### src/rtl/mem_bus_arbiter_pkg.sv
// Shared definitions for the two-port memory bus arbiter: FSM state
// encodings, requester port IDs and the default timeout length.
package mem_bus_arbiter_pkg;

  typedef enum logic [1:0] {
    ST_IDLE = 2'd0,
    ST_BUSY = 2'd1,
    ST_DONE = 2'd2
  } state_t;

  localparam logic PORT_CPU = 1'b0;
  localparam logic PORT_AUX = 1'b1;

  localparam int DEFAULT_TIMEOUT = 15;

endpackage

### src/rtl/mem_bus_arbiter_bus_timer.sv
// Transaction watchdog counter: counts up while enabled, returns to zero
// on clear, and flags the last cycle before the timeout limit.
module bus_timer #(
  parameter int TW      = 4,
  parameter int TIMEOUT = 15
) (
  input  logic          clk,
  input  logic          reset,
  input  logic          clear,
  input  logic          enable,
  output logic [TW-1:0] count,
  output logic          expire
);

  localparam logic [TW-1:0] LAST = TW'(TIMEOUT - 1);

  // Counter register: clear wins over enable so each transaction starts at 0.
  always_ff @(posedge clk) begin
    if (reset) begin
      count <= '0;
    end else if (clear) begin
      count <= '0;
    end else if (enable) begin
      count <= count + {{(TW-1){1'b0}}, 1'b1};
    end else begin
      count <= count;
    end
  end

  assign expire = (count == LAST);

endmodule

### src/rtl/mem_bus_arbiter.sv
// Round-robin arbiter sharing one memory bus between the cpu (port 0) and
// the aux/DMA requester (port 1). One transaction is outstanding at a time;
// a watchdog aborts transactions that memory never acknowledges. All
// outputs come straight from registers.
module mem_bus_arbiter
  import mem_bus_arbiter_pkg::*;
#(
  parameter int AW      = 8,
  parameter int DW      = 8,
  parameter int TIMEOUT = DEFAULT_TIMEOUT,
  parameter int TW      = 4
) (
  input  logic          clk,
  input  logic          reset,
  input  logic [AW-1:0] m0_address,
  input  logic [DW-1:0] m0_data_out,
  input  logic          m0_read,
  input  logic          m0_write,
  output logic [DW-1:0] m0_data_in,
  output logic          m0_ready,
  output logic          m0_error,
  input  logic [AW-1:0] m1_address,
  input  logic [DW-1:0] m1_data_out,
  input  logic          m1_read,
  input  logic          m1_write,
  output logic [DW-1:0] m1_data_in,
  output logic          m1_ready,
  output logic          m1_error,
  output logic [AW-1:0] mem_address,
  output logic [DW-1:0] mem_data_out,
  output logic          mem_read,
  output logic          mem_write,
  input  logic [DW-1:0] mem_data_in,
  input  logic          mem_ready,
  output logic          grant,
  output logic          busy
);

  state_t state, state_nxt;
  logic   prio, prio_nxt;

  logic          grant_nxt, busy_nxt;
  logic [AW-1:0] mem_address_nxt;
  logic [DW-1:0] mem_data_out_nxt;
  logic          mem_read_nxt, mem_write_nxt;
  logic [DW-1:0] m0_data_in_nxt, m1_data_in_nxt;
  logic          m0_ready_nxt, m0_error_nxt, m1_ready_nxt, m1_error_nxt;

  logic          req0, req1, pick;
  logic          pick_read, pick_write;
  logic [AW-1:0] pick_address;
  logic [DW-1:0] pick_data;

  logic          done_now, done_err, done_zero;

  logic [TW-1:0] tmr_count;
  logic          tmr_expire;

  // The watchdog only runs in BUSY; leaving BUSY rearms it at zero.
  bus_timer #(
    .TW      (TW),
    .TIMEOUT (TIMEOUT)
  ) u_timer (
    .clk    (clk),
    .reset  (reset),
    .clear  (state != ST_BUSY),
    .enable ((state == ST_BUSY) && !mem_ready),
    .count  (tmr_count),
    .expire (tmr_expire)
  );

  assign req0 = m0_read | m0_write;
  assign req1 = m1_read | m1_write;

  // Round-robin pick and request mux; the pointer breaks ties only.
  always_comb begin
    pick = PORT_CPU;
    if (req0 && req1) begin
      pick = prio;
    end else if (req1) begin
      pick = PORT_AUX;
    end else begin
      pick = PORT_CPU;
    end
    if (pick == PORT_AUX) begin
      pick_read    = m1_read;
      pick_write   = m1_write;
      pick_address = m1_address;
      pick_data    = m1_data_out;
    end else begin
      pick_read    = m0_read;
      pick_write   = m0_write;
      pick_address = m0_address;
      pick_data    = m0_data_out;
    end
  end

  // Next-state and next-output logic; everything holds unless a state acts.
  always_comb begin
    state_nxt        = state;
    prio_nxt         = prio;
    grant_nxt        = grant;
    busy_nxt         = busy;
    mem_address_nxt  = mem_address;
    mem_data_out_nxt = mem_data_out;
    mem_read_nxt     = mem_read;
    mem_write_nxt    = mem_write;
    done_now         = 1'b0;
    done_err         = 1'b0;
    done_zero        = 1'b0;

    case (state)
      ST_IDLE: begin
        if (req0 || req1) begin
          grant_nxt = pick;
          busy_nxt  = 1'b1;
          if (pick_read && pick_write) begin
            // Protocol error: never touch memory, complete with error.
            state_nxt = ST_DONE;
            done_now  = 1'b1;
            done_err  = 1'b1;
            done_zero = 1'b1;
          end else begin
            state_nxt        = ST_BUSY;
            mem_address_nxt  = pick_address;
            mem_data_out_nxt = pick_data;
            mem_read_nxt     = pick_read;
            mem_write_nxt    = pick_write;
          end
        end else begin
          state_nxt = ST_IDLE;
        end
      end
      ST_BUSY: begin
        if (mem_ready) begin
          // Acknowledge beats timeout, even in the final watchdog cycle.
          state_nxt     = ST_DONE;
          mem_read_nxt  = 1'b0;
          mem_write_nxt = 1'b0;
          done_now      = 1'b1;
        end else if (tmr_expire) begin
          state_nxt     = ST_DONE;
          mem_read_nxt  = 1'b0;
          mem_write_nxt = 1'b0;
          done_now      = 1'b1;
          done_err      = 1'b1;
          done_zero     = mem_read;
        end else begin
          state_nxt = ST_BUSY;
        end
      end
      ST_DONE: begin
        state_nxt = ST_IDLE;
        busy_nxt  = 1'b0;
        prio_nxt  = ~grant;
      end
      default: begin
        state_nxt     = ST_IDLE;
        busy_nxt      = 1'b0;
        mem_read_nxt  = 1'b0;
        mem_write_nxt = 1'b0;
      end
    endcase
  end

  // Steer the completion pulse and read data to the owning port only.
  always_comb begin
    m0_ready_nxt   = 1'b0;
    m0_error_nxt   = 1'b0;
    m1_ready_nxt   = 1'b0;
    m1_error_nxt   = 1'b0;
    m0_data_in_nxt = m0_data_in;
    m1_data_in_nxt = m1_data_in;
    if (done_now) begin
      if (grant_nxt == PORT_AUX) begin
        m1_ready_nxt = 1'b1;
        m1_error_nxt = done_err;
        if (done_zero) begin
          m1_data_in_nxt = '0;
        end else if (mem_read && mem_ready) begin
          m1_data_in_nxt = mem_data_in;
        end else begin
          m1_data_in_nxt = m1_data_in;
        end
      end else begin
        m0_ready_nxt = 1'b1;
        m0_error_nxt = done_err;
        if (done_zero) begin
          m0_data_in_nxt = '0;
        end else if (mem_read && mem_ready) begin
          m0_data_in_nxt = mem_data_in;
        end else begin
          m0_data_in_nxt = m0_data_in;
        end
      end
    end else begin
      m0_ready_nxt = 1'b0;
    end
  end

  // State and output registers; reset clears everything and favours port 0.
  always_ff @(posedge clk) begin
    if (reset) begin
      state        <= ST_IDLE;
      prio         <= PORT_CPU;
      grant        <= 1'b0;
      busy         <= 1'b0;
      mem_address  <= '0;
      mem_data_out <= '0;
      mem_read     <= 1'b0;
      mem_write    <= 1'b0;
      m0_data_in   <= '0;
      m0_ready     <= 1'b0;
      m0_error     <= 1'b0;
      m1_data_in   <= '0;
      m1_ready     <= 1'b0;
      m1_error     <= 1'b0;
    end else begin
      state        <= state_nxt;
      prio         <= prio_nxt;
      grant        <= grant_nxt;
      busy         <= busy_nxt;
      mem_address  <= mem_address_nxt;
      mem_data_out <= mem_data_out_nxt;
      mem_read     <= mem_read_nxt;
      mem_write    <= mem_write_nxt;
      m0_data_in   <= m0_data_in_nxt;
      m0_ready     <= m0_ready_nxt;
      m0_error     <= m0_error_nxt;
      m1_data_in   <= m1_data_in_nxt;
      m1_ready     <= m1_ready_nxt;
      m1_error     <= m1_error_nxt;
    end
  end

endmodule
### config.mk
export PLATFORM = sky130hd
export DESIGN_NAME = mem_bus_arbiter
export DESIGN_NICKNAME = d
export VERILOG_FILES = /design/src/rtl/mem_bus_arbiter_pkg.sv /design/src/rtl/mem_bus_arbiter_bus_timer.sv /design/src/rtl/mem_bus_arbiter.sv
export SDC_FILE = /design/constraint.sdc
export NUM_CORES = 1
export LEC_CHECK = 0
export CAP_MARGIN = 20
export CORE_ASPECT_RATIO = 1.2
export CORE_UTILIZATION = 46
export DETAILED_ROUTE_END_ITERATION = 10
export PLACE_DENSITY = 0.92
export SETUP_SLACK_MARGIN = 0.4
export SLEW_MARGIN = 20
export SYNTH_ARGS = -nofsm -noshare
export SYNTH_HDL_FRONTEND = slang
export SYNTH_SLANG_ARGS = --single-unit
### constraint.sdc
create_clock -name clk -period 5.4 [get_ports clk]
set_clock_uncertainty 0.15 [all_clocks]
set_input_delay 1.08 -clock clk [delete_from_list [all_inputs] [get_ports clk]]
set_output_delay 1.08 -clock clk [all_outputs]
set_load 0.02 [all_outputs]
==> results of run 1 <==
==> critical path, cell delays in order <==
cell and delay [ps]:
clkdlybuf4s50_1 500, o21bai_1 280, a21boi_4 510, a22oi_2 140, or3_1 550, mux2i_1 190
==> registers in the layout, summed over array words and instances, names as in the netlist, 2 cells and up <==
signal,cells
m0_data_in,8
m1_data_in,8
mem_address,8
mem_data_out,8
state,2
u_timer.count,4
==> worst paths after layout <==
check                    start                    endpoint  slack (ps)  depth (start not counted)
max                   m0_write  m1_data_in[0]$_SDFFE_PP0P_        2170                          6
min          busy$_SDFFE_PP0P_           busy$_SDFFE_PP0P_         330                          2
max reg2reg  prio$_SDFFE_PP0N_  m1_data_in[0]$_SDFFE_PP0P_        3080                          5
min reg2reg  busy$_SDFFE_PP0P_           busy$_SDFFE_PP0P_         330                          2
==> synth_stat cells (all sizes together) <==
master	instances
a21boi	1
xor2	1
a22o	1
nor4b	1
o21ai	5
inv	5
a211oi	2
o21a	2
o21ba	2
and2	3
nand2b	21
a22oi	2
a311oi	16
a31oi	2
or3	3
nor2b	2
a31o	1
a32o	1
o21bai	1
a21oi	7
xnor2	1
nand2	44
buf	5
mux2i	16
dfxtp	47
nor3	3
nor2	31
nor4	2
ha	2
clkbuf	7
==> layout make-up <==
class                           instances  area [sq um]  area share
Clock inverter                          3         20.02    0.006525
Inverter                                5         18.77    0.006117
Tap cell                               56         70.07     0.02284
Multi-Input combinational cell        173          1081      0.3524
Sequential cell                        47         940.9      0.3067
Timing Repair Buffer                   87         868.3      0.2830
Clock buffer                            5         68.82     0.02243
==> metal layers <==
layer  global-route usage  vias up  wire, um
met5                    0        -         0
met3              0.04491       11       266
li1                     -      981         -
met1               0.2370      911      2035
met4              0.08081        0        88
met2               0.3853       74      2633
==> power breakdown <==
part	switching, mW	internal [mW]	leakage [nW]
clock	0.118	0.0901	0.0402
sequential	0.0257	0.384	0.385
combinational	0.148	0.140	0.793
total	0.291	0.614	1.22
==> metrics by stage <==
stage | worst slack (ps) | hold WS [ps]
floorplan | 2859 | 321.6
global placement | 1868 | 309.5
detailed placement | 1734 | 317.7
CTS | 2044 | 332.6
global route | 1986 | 352.3
finish | 2171 | 327.7
==> logic make-up (layout without fill, tap and decap cells) <==
| kind of cell | Yosys count | after routing | synth area share |
|---|---|---|---|
| AO/OA/AOI/OAI | 43 | 43 | 0.1633 |
| XOR/XNOR | 2 | 2 | 0.008375 |
| adder cells (fa/ha/maj) | 2 | 2 | 0.01196 |
| buffers and inverters | 17 | 100 | 0.03768 |
| flip-flops | 47 | 47 | 0.4498 |
| multiplexers | 16 | 16 | 0.07655 |
| AND/OR/NAND/NOR | 110 | 110 | 0.2524 |
==> impl_results.md, run 1 <==
- Status: finished, final reports clean
- LEAKAGE: 1.218 nW
- Crit path arrival time: about 3300 ps
- Endpoint kind of the worst setup timing path: flop
- Post-layout net count: 368
- Post-layout total power: 0.9054 mW
- Finished layout cell area: slightly above 3000 sq um
- CP Max Fanout: 18
- Area added between synthesis and finish: 46.65%
- Most frequent cells in the layout: clkdlybuf4s50_1 (86), dfxtp_1 (47), nand2_1 (44)
- Number of placed instances, taps included: about 370
- Clock sink count: 47
- Hold Violations, Final: 0
- Worst slew slack as a fraction of its limit: 0.5595
- Hold_buf cts: 0
- Portion of the post-synthesis area used by sequential elements: 0.4498
- Finished Core Util: 0.7091
- Biggest area consumer among synthesized cells: dfxtp_1
- Post-Synthesis Net Count: roughly 290
- Floorplan Core Area: roughly 4300 sq um
- Number of synthesized register bits: 47
- DRT iter0 DRCs: 55
- Clock latency on the worst-skew pair: 300 ps
- Setup repair bufs after CTS: 0
- Weighted congestion reported at the end of routability-driven placement: between 0.7 and 0.8
- Yosys warns: 0
- Layout filler cell count: 321
- Setup repair after global routing missed its margin: false
- Most frequent standard cell in the layout excluding fill and tap cells: clkdlybuf4s50_1
- VDD IR max: approximately 0.19 mV
- Final routed wire length divided by cell count: 13.36 um
- Fraction of synthesized cell area taken by the top area cell type: 0.4498
- Max-cap violation count: 0
- Clock transition at the registers of the reported paths: approximately 90 ps
- I/O Pins: a little under 90
- Clock tree from TritonCTS: yes
- Ant. Diodes: 0
- Slew Limit Fails: 0
- Worst EP required: 5430 ps
- Starting density of the core: 0.4835
- Number of non-filler instances in the completed layout: roughly 380
- TritonCTS Buffers: 5
- Initial antenna violation count: 0
- Share of the clock period used by the worst path after layout: 0.5980
- Die ar.: around 4800 sq um
- Antenna violation net count after detailed routing: 0
- Pin count of the biggest net entering global routing: 40
- Post-cts resize count: 0
- Horiz. Die Dim: roughly 64 um
- Layout cell share with drive strength beyond 1: 0.06563
- Startpoint kind of the worst setup timing path: primary input
- CP Class: in -> reg
- Depth of the CTS H-tree: 2
- Worst hold path class: reg -> reg
- FMAX: ~310 MHz
- Standard-cell row count: 26
- Post-synthesis cell area: between 2000 and 2500 sq um
- Total via count after detailed routing: about 2000
- Global-route usage over all layers: 0.2088
- Power per cell area: around 300 nW/um^2
- Number of global-route vias before repair: about 1800
- Global-route wire length before repair: 7.803 mm
- Cell count after synthesis: 237
- Setup Total Neg Slack: 0 ps
- Post-synthesis average cell area: between 8 and 9 sq um
- Number of buffers added on ports: 86
- First-pass iteration count of the detailed router: 4
- Final min period: about 3200 ps
- Dominant cells by area after synthesis: dfxtp_1 (45%), nand2_1 (7.9%), mux2i_1 (7.7%)
- Placed wire-length estimate after detailed placement: roughly 3.8 mm
- Vert. Die Dim: 75.88 um
- Measured slew at the worst slew-check pin: 660.7 ps
- Final setup violation count: 0
- Maximum buffer depth of the clock tree: 2
- Count of unresolved DRC violations after routing: 0
- Aggregate global routing overflow: 0
- Placed Area: ~3000 sq um
- Wirelength, routed: 5.024 mm
- Count of different cell masters after synthesis: 40
- Post-detailed-route via-to-cell ratio: 5.258
- CTS Root Buffer Type: clkbuf_8
No activity file was read; power rests on OpenSTA's default activity.
==> run 2, diff against run 1 <==
--- a/config.mk
+++ b/config.mk
@@ -7,9 +7,9 @@
 export LEC_CHECK = 0
 export CAP_MARGIN = 20
 export CORE_ASPECT_RATIO = 1.2
-export CORE_UTILIZATION = 46
+export CORE_UTILIZATION = 42
 export DETAILED_ROUTE_END_ITERATION = 10
-export PLACE_DENSITY = 0.92
+export PLACE_DENSITY = 0.86
 export SETUP_SLACK_MARGIN = 0.4
 export SLEW_MARGIN = 20
 export SYNTH_ARGS = -nofsm -noshare
==> constraint.sdc (replaced) <==
create_clock -name clk -period 3 [get_ports clk]
set_clock_uncertainty 0.15 [all_clocks]
set_input_delay 0.6 -clock clk [delete_from_list [all_inputs] [get_ports clk]]
set_output_delay 0.6 -clock clk [all_outputs]
set_load 0.02 [all_outputs]
==> impl_results.md, run 2 (same netlist as run 1, synthesis figures left out) <==
- Status: finished, final reports clean (unchanged)
- Endpoint kind of the worst setup timing path: flop (unchanged)
- Setup repair after global routing missed its margin: true (was false)
- Number of non-filler instances in the completed layout: 381 (was 376)
- Number of buffers added on ports: 86 (unchanged)
- Global-route wire length before repair: 8.349 mm (was 7.803 mm)
- Count of unresolved DRC violations after routing: 0 (unchanged)
- CP Class: in -> reg (unchanged)
- Max-cap violation count: 0 (unchanged)
- Floorplan Core Area: 4696 sq um (was 4327 sq um)
- Total via count after detailed routing: 1930 (was 1977)
- Weighted congestion reported at the end of routability-driven placement: 0.7485 (was 0.7217)
- Number of global-route vias before repair: 1873 (was 1799)
- Global-route usage over all layers: 0.2038 (was 0.2088)
- I/O Pins: 87 (unchanged)
- Clock tree from TritonCTS: yes (unchanged)
- Cell count of the worst reg-to-reg path: 7 (was 5)
- Final setup violation count: 0 (unchanged)
- Worst hold path class: reg -> reg (unchanged)
- Measured slew at the worst slew-check pin: 608.9 ps (was 660.7 ps)
- Horiz. Die Dim: 66.43 um (was 63.56 um)
- Aggregate global routing overflow: 0 (unchanged)
- Antenna violation net count after detailed routing: 0 (unchanged)
- Worst slew slack as a fraction of its limit: 0.5928 (was 0.5595)
- Most frequent standard cell in the layout excluding fill and tap cells: clkdlybuf4s50_1 (unchanged)
- Initial antenna violation count: 0 (unchanged)
- LEAKAGE: 1.253 nW (was 1.218 nW)
- Wirelength, routed: 5.000 mm (was 5.024 mm)
- FMAX: slightly below 400 MHz
- Pin count of the biggest net entering global routing: 33 (was 40)
- Clock latency on the worst-skew pair: 300 ps (about the same)
- Hold_buf cts: 0 (unchanged)
- First-pass iteration count of the detailed router: 4 (unchanged)
- Clock sink count: 47 (unchanged)
- Placed wire-length estimate after detailed placement: 3.750 mm (was 3.780 mm)
- Hold depth: 2 (unchanged)
- Standard-cell row count: 27 (was 26)
- Post-detailed-route via-to-cell ratio: 5.066 (was 5.258)
- DRT iter0 DRCs: 76 (was 55)
- Crit path arrival time: 2550 ps (was 3260 ps)
- Die ar.: 5268 sq um (was 4823 sq um)
- Depth of the CTS H-tree: 2 (unchanged)
- Number of placed instances, taps included: 373 (was 368)
- Final routed wire length divided by cell count: 13.12 um (was 13.36 um)
- Power per cell area: 556.0 nW/um^2 (was 295.1 nW/um^2)
- CTS Root Buffer Type: clkbuf_8 (unchanged)
- Hold Violations, Final: 0 (unchanged)
- Slew Limit Fails: 0 (unchanged)
- Post-cts resize count: 0 (unchanged)
- Startpoint kind of the worst setup timing path: primary input (unchanged)
- Setup Total Neg Slack: 0 ps (unchanged)
- TritonCTS Buffers: 5 (unchanged)
- VDD IR max: 0.2789 mV (was 0.1909 mV)
- Clock transition at the registers of the reported paths: 90 ps (about the same)
- Ant. Diodes: 0 (unchanged)
- Vert. Die Dim: 79.31 um (was 75.88 um)
- Final min period: roughly 2500 ps
- Starting density of the core: 0.4455 (was 0.4835)
- Share of the clock period used by the worst path after layout: 0.8445
- Maximum buffer depth of the clock tree: 2 (unchanged)
- Post-layout net count: 371 (was 368)
- Final hold slack: 331.5 ps (was 327.7 ps)
- Area added between synthesis and finish: 49.34% (was 46.65%)
- Most frequent cells in the layout: clkdlybuf4s50_1 (86), dfxtp_1 (47), nand2_1 (44) (unchanged)
- Setup repair bufs after CTS: 0 (unchanged)
- CP Max Fanout: 8 (was 18)
- Worst EP required: 3020 ps (was 5430 ps)
- Layout cell share with drive strength beyond 1: 0.07121 (was 0.06563)
## run 2: area by class of cell
cell class	instances	area (sq um)
sequential	47	940.9
clock inverter	3	47.55
inverter	5	18.77
timing repair buffer	90	903.4
multi-input combinational	173	1072
fill	400	1572
tap	58	72.57
clock buffer	5	68.82
## run 2: final timing paths
| kind | start | to | slack (ps) |
|---|---|---|---|
| max reg2reg | u_timer.count[0]$_SDFFE_PP0P_ | m0_data_in[3]$_SDFFE_PP0P_ | 800 |
| min | m0_data_in[1]$_SDFFE_PP0P_ | m0_data_in[1]$_SDFFE_PP0P_ | 330 |
| min reg2reg | m0_data_in[1]$_SDFFE_PP0P_ | m0_data_in[1]$_SDFFE_PP0P_ | 330 |
| max | m0_write | m1_data_in[3]$_SDFFE_PP0P_ | 470 |
## run 2: metal layers
metal	wire length, um	up-vias	share of wire	global-route usage
met1	2141	883	0.43	0.2440
met4	68	0	0.014	0.07021
li1	-	986	-	-
met2	2519	55	0.50	0.3541
met3	270	6	0.054	0.04310
met5	0	-	0	0
## run 2: worst max-delay path: stages
cell and delay, ps:
clkdlybuf4s50_1 490, nor4_2 410, nand2b_4 230, a22oi_2 100
or3_1 530, mux2i_1 190
## run 2: power by group
part / total, mW / internal (mW) / switching, mW
Combinational: 0.532 / 0.265 / 0.267
Clock: 0.469 / 0.253 / 0.217
Sequential: 0.736 / 0.691 / 0.0447
## run 2: per-stage QoR
step                area, sq um  utilization  power, mW  setup WS [ps]
floorplan                  2092            -      1.042          939.1
global placement           3008       0.6406      1.271          240.1
detailed placement         3008       0.6406      1.282          154.2
CTS                        3124       0.6653      1.753          465.4
global route               3124       0.6653      1.823          363.8
finish                     3124       0.6653      1.737          466.6
==> run 3, diff against run 2 <==
--- a/config.mk
+++ b/config.mk
@@ -7,9 +7,9 @@
 export LEC_CHECK = 0
 export CAP_MARGIN = 20
 export CORE_ASPECT_RATIO = 1.2
-export CORE_UTILIZATION = 42
+export CORE_UTILIZATION = 38
 export DETAILED_ROUTE_END_ITERATION = 10
-export PLACE_DENSITY = 0.86
+export PLACE_DENSITY = 0.82
 export SETUP_SLACK_MARGIN = 0.4
 export SLEW_MARGIN = 20
 export SYNTH_ARGS = -nofsm -noshare
==> constraint.sdc (replaced) <==
create_clock -name clk -period 2.3 [get_ports clk]
set_clock_uncertainty 0.15 [all_clocks]
set_input_delay 0.46 -clock clk [delete_from_list [all_inputs] [get_ports clk]]
set_output_delay 0.46 -clock clk [all_outputs]
set_load 0.02 [all_outputs]
==> impl_results.md, run 3 (same netlist as run 1, synthesis figures left out) <==
- Status: finished, final reports clean (unchanged)
- Clock tree from TritonCTS: yes (unchanged)
- Weighted congestion reported at the end of routability-driven placement: 0.8373 (was 0.7485)
- Post-layout worst setup margin: 369.2 ps (was 466.6 ps)
- Maximum buffer depth of the clock tree: 2 (unchanged)
- DRT iter0 DRCs: 52 (was 76)
- Layout filler cell count: 419 (was 400)
- Worst hold path class: reg -> reg (unchanged)
- CTS Root Buffer Type: clkbuf_8 (unchanged)
- Floorplan Core Area: 5298 sq um (was 4696 sq um)
- Post-detailed-route via-to-cell ratio: 5.044 (was 5.066)
- Placed Area: 3177 sq um (was 3008 sq um)
- Number of global-route vias before repair: 1910 (was 1873)
- Finished layout cell area: 3501 sq um (was 3124 sq um)
- Hold depth: 2 (unchanged)
- Global-route usage over all layers: 0.1838 (was 0.2038)
- Reg-to-reg slack, setup: 370 ps (was 800 ps)
- First-pass iteration count of the detailed router: 4 (unchanged)
- CP Max Fanout: 7 (was 8)
- Total via count after detailed routing: 2083 (was 1930)
- Hold_buf cts: 0 (unchanged)
- Startpoint kind of the worst setup timing path: flop (was primary input)
- VDD IR max: 0.4126 mV (was 0.2789 mV)
- Slew Limit Fails: 0 (unchanged)
- Cell count of the worst reg-to-reg path: 7 (unchanged)
- DP Worst Slack: -230.6 ps (was 154.2 ps)
- Most frequent cells in the layout: clkdlybuf4s50_1 (63), dfxtp_1 (43), nand2_1 (37) (was clkdlybuf4s50_1 (86), dfxtp_1 (47), nand2_1 (44))
- Finished Core Util: 0.6608 (was 0.6653)
- Worst reg2reg path startpoint: prio$_SDFFE_PP0N_ (was u_timer.count[0]$_SDFFE_PP0P_)
- Antenna violation net count after detailed routing: 0 (unchanged)
- Layout cell share with drive strength beyond 1: 0.2108 (was 0.07121)
- Starting density of the core: 0.3949 (was 0.4455)
- Standard-cell row count: 29 (was 27)
- I/O Pins: 87 (unchanged)
- Setup repair after global routing missed its margin: true (unchanged)
- Final routed wire length divided by cell count: 13.77 um (was 13.12 um)
- Endpoint kind of the worst setup timing path: flop (unchanged)
- Aggregate global routing overflow: 0 (unchanged)
- Crit path arrival time: 1970 ps (was 2550 ps)
- Terminus of the critical flop-to-flop path: mem_data_out[7]$_SDFFE_PP0P_ (was m0_data_in[3]$_SDFFE_PP0P_)
- Final setup violation count: 0 (unchanged)
- Power per cell area: 657.0 nW/um^2 (was 556.0 nW/um^2)
- Count of unresolved DRC violations after routing: 0 (unchanged)
- Hold Violations, Final: 0 (unchanged)
- Max-cap violation count: 0 (unchanged)
- Most frequent standard cell in the layout excluding fill and tap cells: clkdlybuf4s50_1 (unchanged)
- Depth of the CTS H-tree: 2 (unchanged)
- CP Class: reg -> reg (was in -> reg)
- Pin count of the biggest net entering global routing: 35 (was 33)
- Setup Total Neg Slack: 0 ps (unchanged)
- Clock latency on the worst-skew pair: 310 ps (was 300 ps)
- Share of the clock period used by the worst path after layout: 0.8395
- Clock sink count: 47 (unchanged)
- Post-layout net count: 399 (was 371)
- Initial antenna violation count: 0 (unchanged)
- Clock transition at the registers of the reported paths: 90 ps (about the same)
- Startpoint of the worst hold path: m0_data_in[4]$_SDFFE_PP0P_ (was m0_data_in[1]$_SDFFE_PP0P_)
- Area added between synthesis and finish: 67.34% (was 49.34%)
- Worst EP required: 2340 ps (was 3020 ps)
- Final min period: roughly 1900 ps
- Die ar.: 5807 sq um (was 5268 sq um)
- Wirelength, routed: 5.688 mm (was 5.000 mm)
- Number of buffers added on ports: 86 (unchanged)
- Global-route wire length before repair: 8.569 mm (was 8.349 mm)
- Placed wire-length estimate after detailed placement: 3.883 mm (was 3.750 mm)
- Vert. Die Dim: 83.28 um (was 79.31 um)
- Worst slew slack as a fraction of its limit: 0.7345 (was 0.5928)
- LEAKAGE: 1.689 nW (was 1.253 nW)
- Ant. Diodes: 0 (unchanged)
- Measured slew at the worst slew-check pin: 394.9 ps (was 608.9 ps)
- Endpoint of the worst hold path: m0_data_in[4]$_SDFFE_PP0P_ (was m0_data_in[1]$_SDFFE_PP0P_)
- Horiz. Die Dim: 69.73 um (was 66.43 um)
- TritonCTS Buffers: 5 (unchanged)
- FMAX: about 520 MHz
## run 3: cell types whose count changed in the layout (fill, tap and decap cells not counted), moves of 4 or more
cell / delta
dfxtp_1: -4
buf_4: +21
nand2_2: +7
clkdlybuf4s50_1: -23
dlymetal6s2s_1: +17
nand2_1: -7
## run 3: critical path: stages, from the launching register on
cell,delay [ps]
dfxtp_4,380
o21bai_4,180
a32o_2,270
buf_6,130
nor2_4,200
clkbuf_16,190
nor2_1,50
a311oi_1,270
## run 3: power by group
part	internal [mW]	total, mW	switching, mW
Clock	0.213	0.482	0.269
Sequential	0.902	0.964	0.0616
Combinational	0.457	0.854	0.397
Total	1.57	2.30	0.728
## run 3: layer usage
layer / track usage / wire length (um) / vias to the layer above
li1: - / - / 1038
met1: 0.2079 / 2331 / 969
met2: 0.3195 / 2909 / 68
met3: 0.05583 / 343 / 8
met4: 0.07455 / 104 / 0
met5: 0 / 0 / -
## run 3: layout make-up
| cell class | instances | area [sq um] | area share |
|---|---|---|---|
| timing repair buffer | 118 | 1202 | 0.3435 |
| clock buffer | 6 | 72.57 | 0.02073 |
| multi-input combinational | 173 | 1169 | 0.3338 |
| clock inverter | 2 | 12.51 | 0.003574 |
| inverter | 5 | 18.77 | 0.005361 |
| tap | 62 | 77.57 | 0.02216 |
| sequential | 47 | 948.4 | 0.2709 |
## run 3: through the flow
step           hold WS (ps)  power [mW]  cells
6_report              327.7       2.300    413
5_1_grt               350.9       2.415    413
4_1_cts               334.1       2.226    405
3_5_place_dp          321.4       1.740    396
3_3_place_gp          311.7       1.723    396
2_1_floorplan         321.6       1.360    237
## run 3: worst max path at each step
| stage | start | end | slack, ps | cells after the start |
|---|---|---|---|---|
| after detailed placement | m1_read | mem_address[7]$_SDFFE_PP0P_ | -230 | 8 |
| after CTS | u_timer.count[0]$_SDFFE_PP0P_ | m0_data_in[2]$_SDFFE_PP0P_ | 400 | 8 |
| after floorplan | m0_write | m1_data_in[0]$_SDFFE_PP0P_ | 420 | 6 |
| after global routing | prio$_SDFFE_PP0N_ | mem_data_out[7]$_SDFFE_PP0P_ | 300 | 7 |
| final | prio$_SDFFE_PP0N_ | mem_data_out[7]$_SDFFE_PP0P_ | 370 | 7 |
| after global placement | m0_write | m1_data_in[5]$_SDFFE_PP0P_ | -140 | 7 |
## run 3: timing repair
| action | in CTS | in global routing |
|---|---|---|
| endpoints found under the setup margin | 42 | 50 |
| setup buffers | 1 | 6 |
| pin swaps | 4 | 20 |
| gates resized for setup | 18 | 50 |
| cloned | 0 | 2 |
| hold endpoints to repair | 0 | 0 |
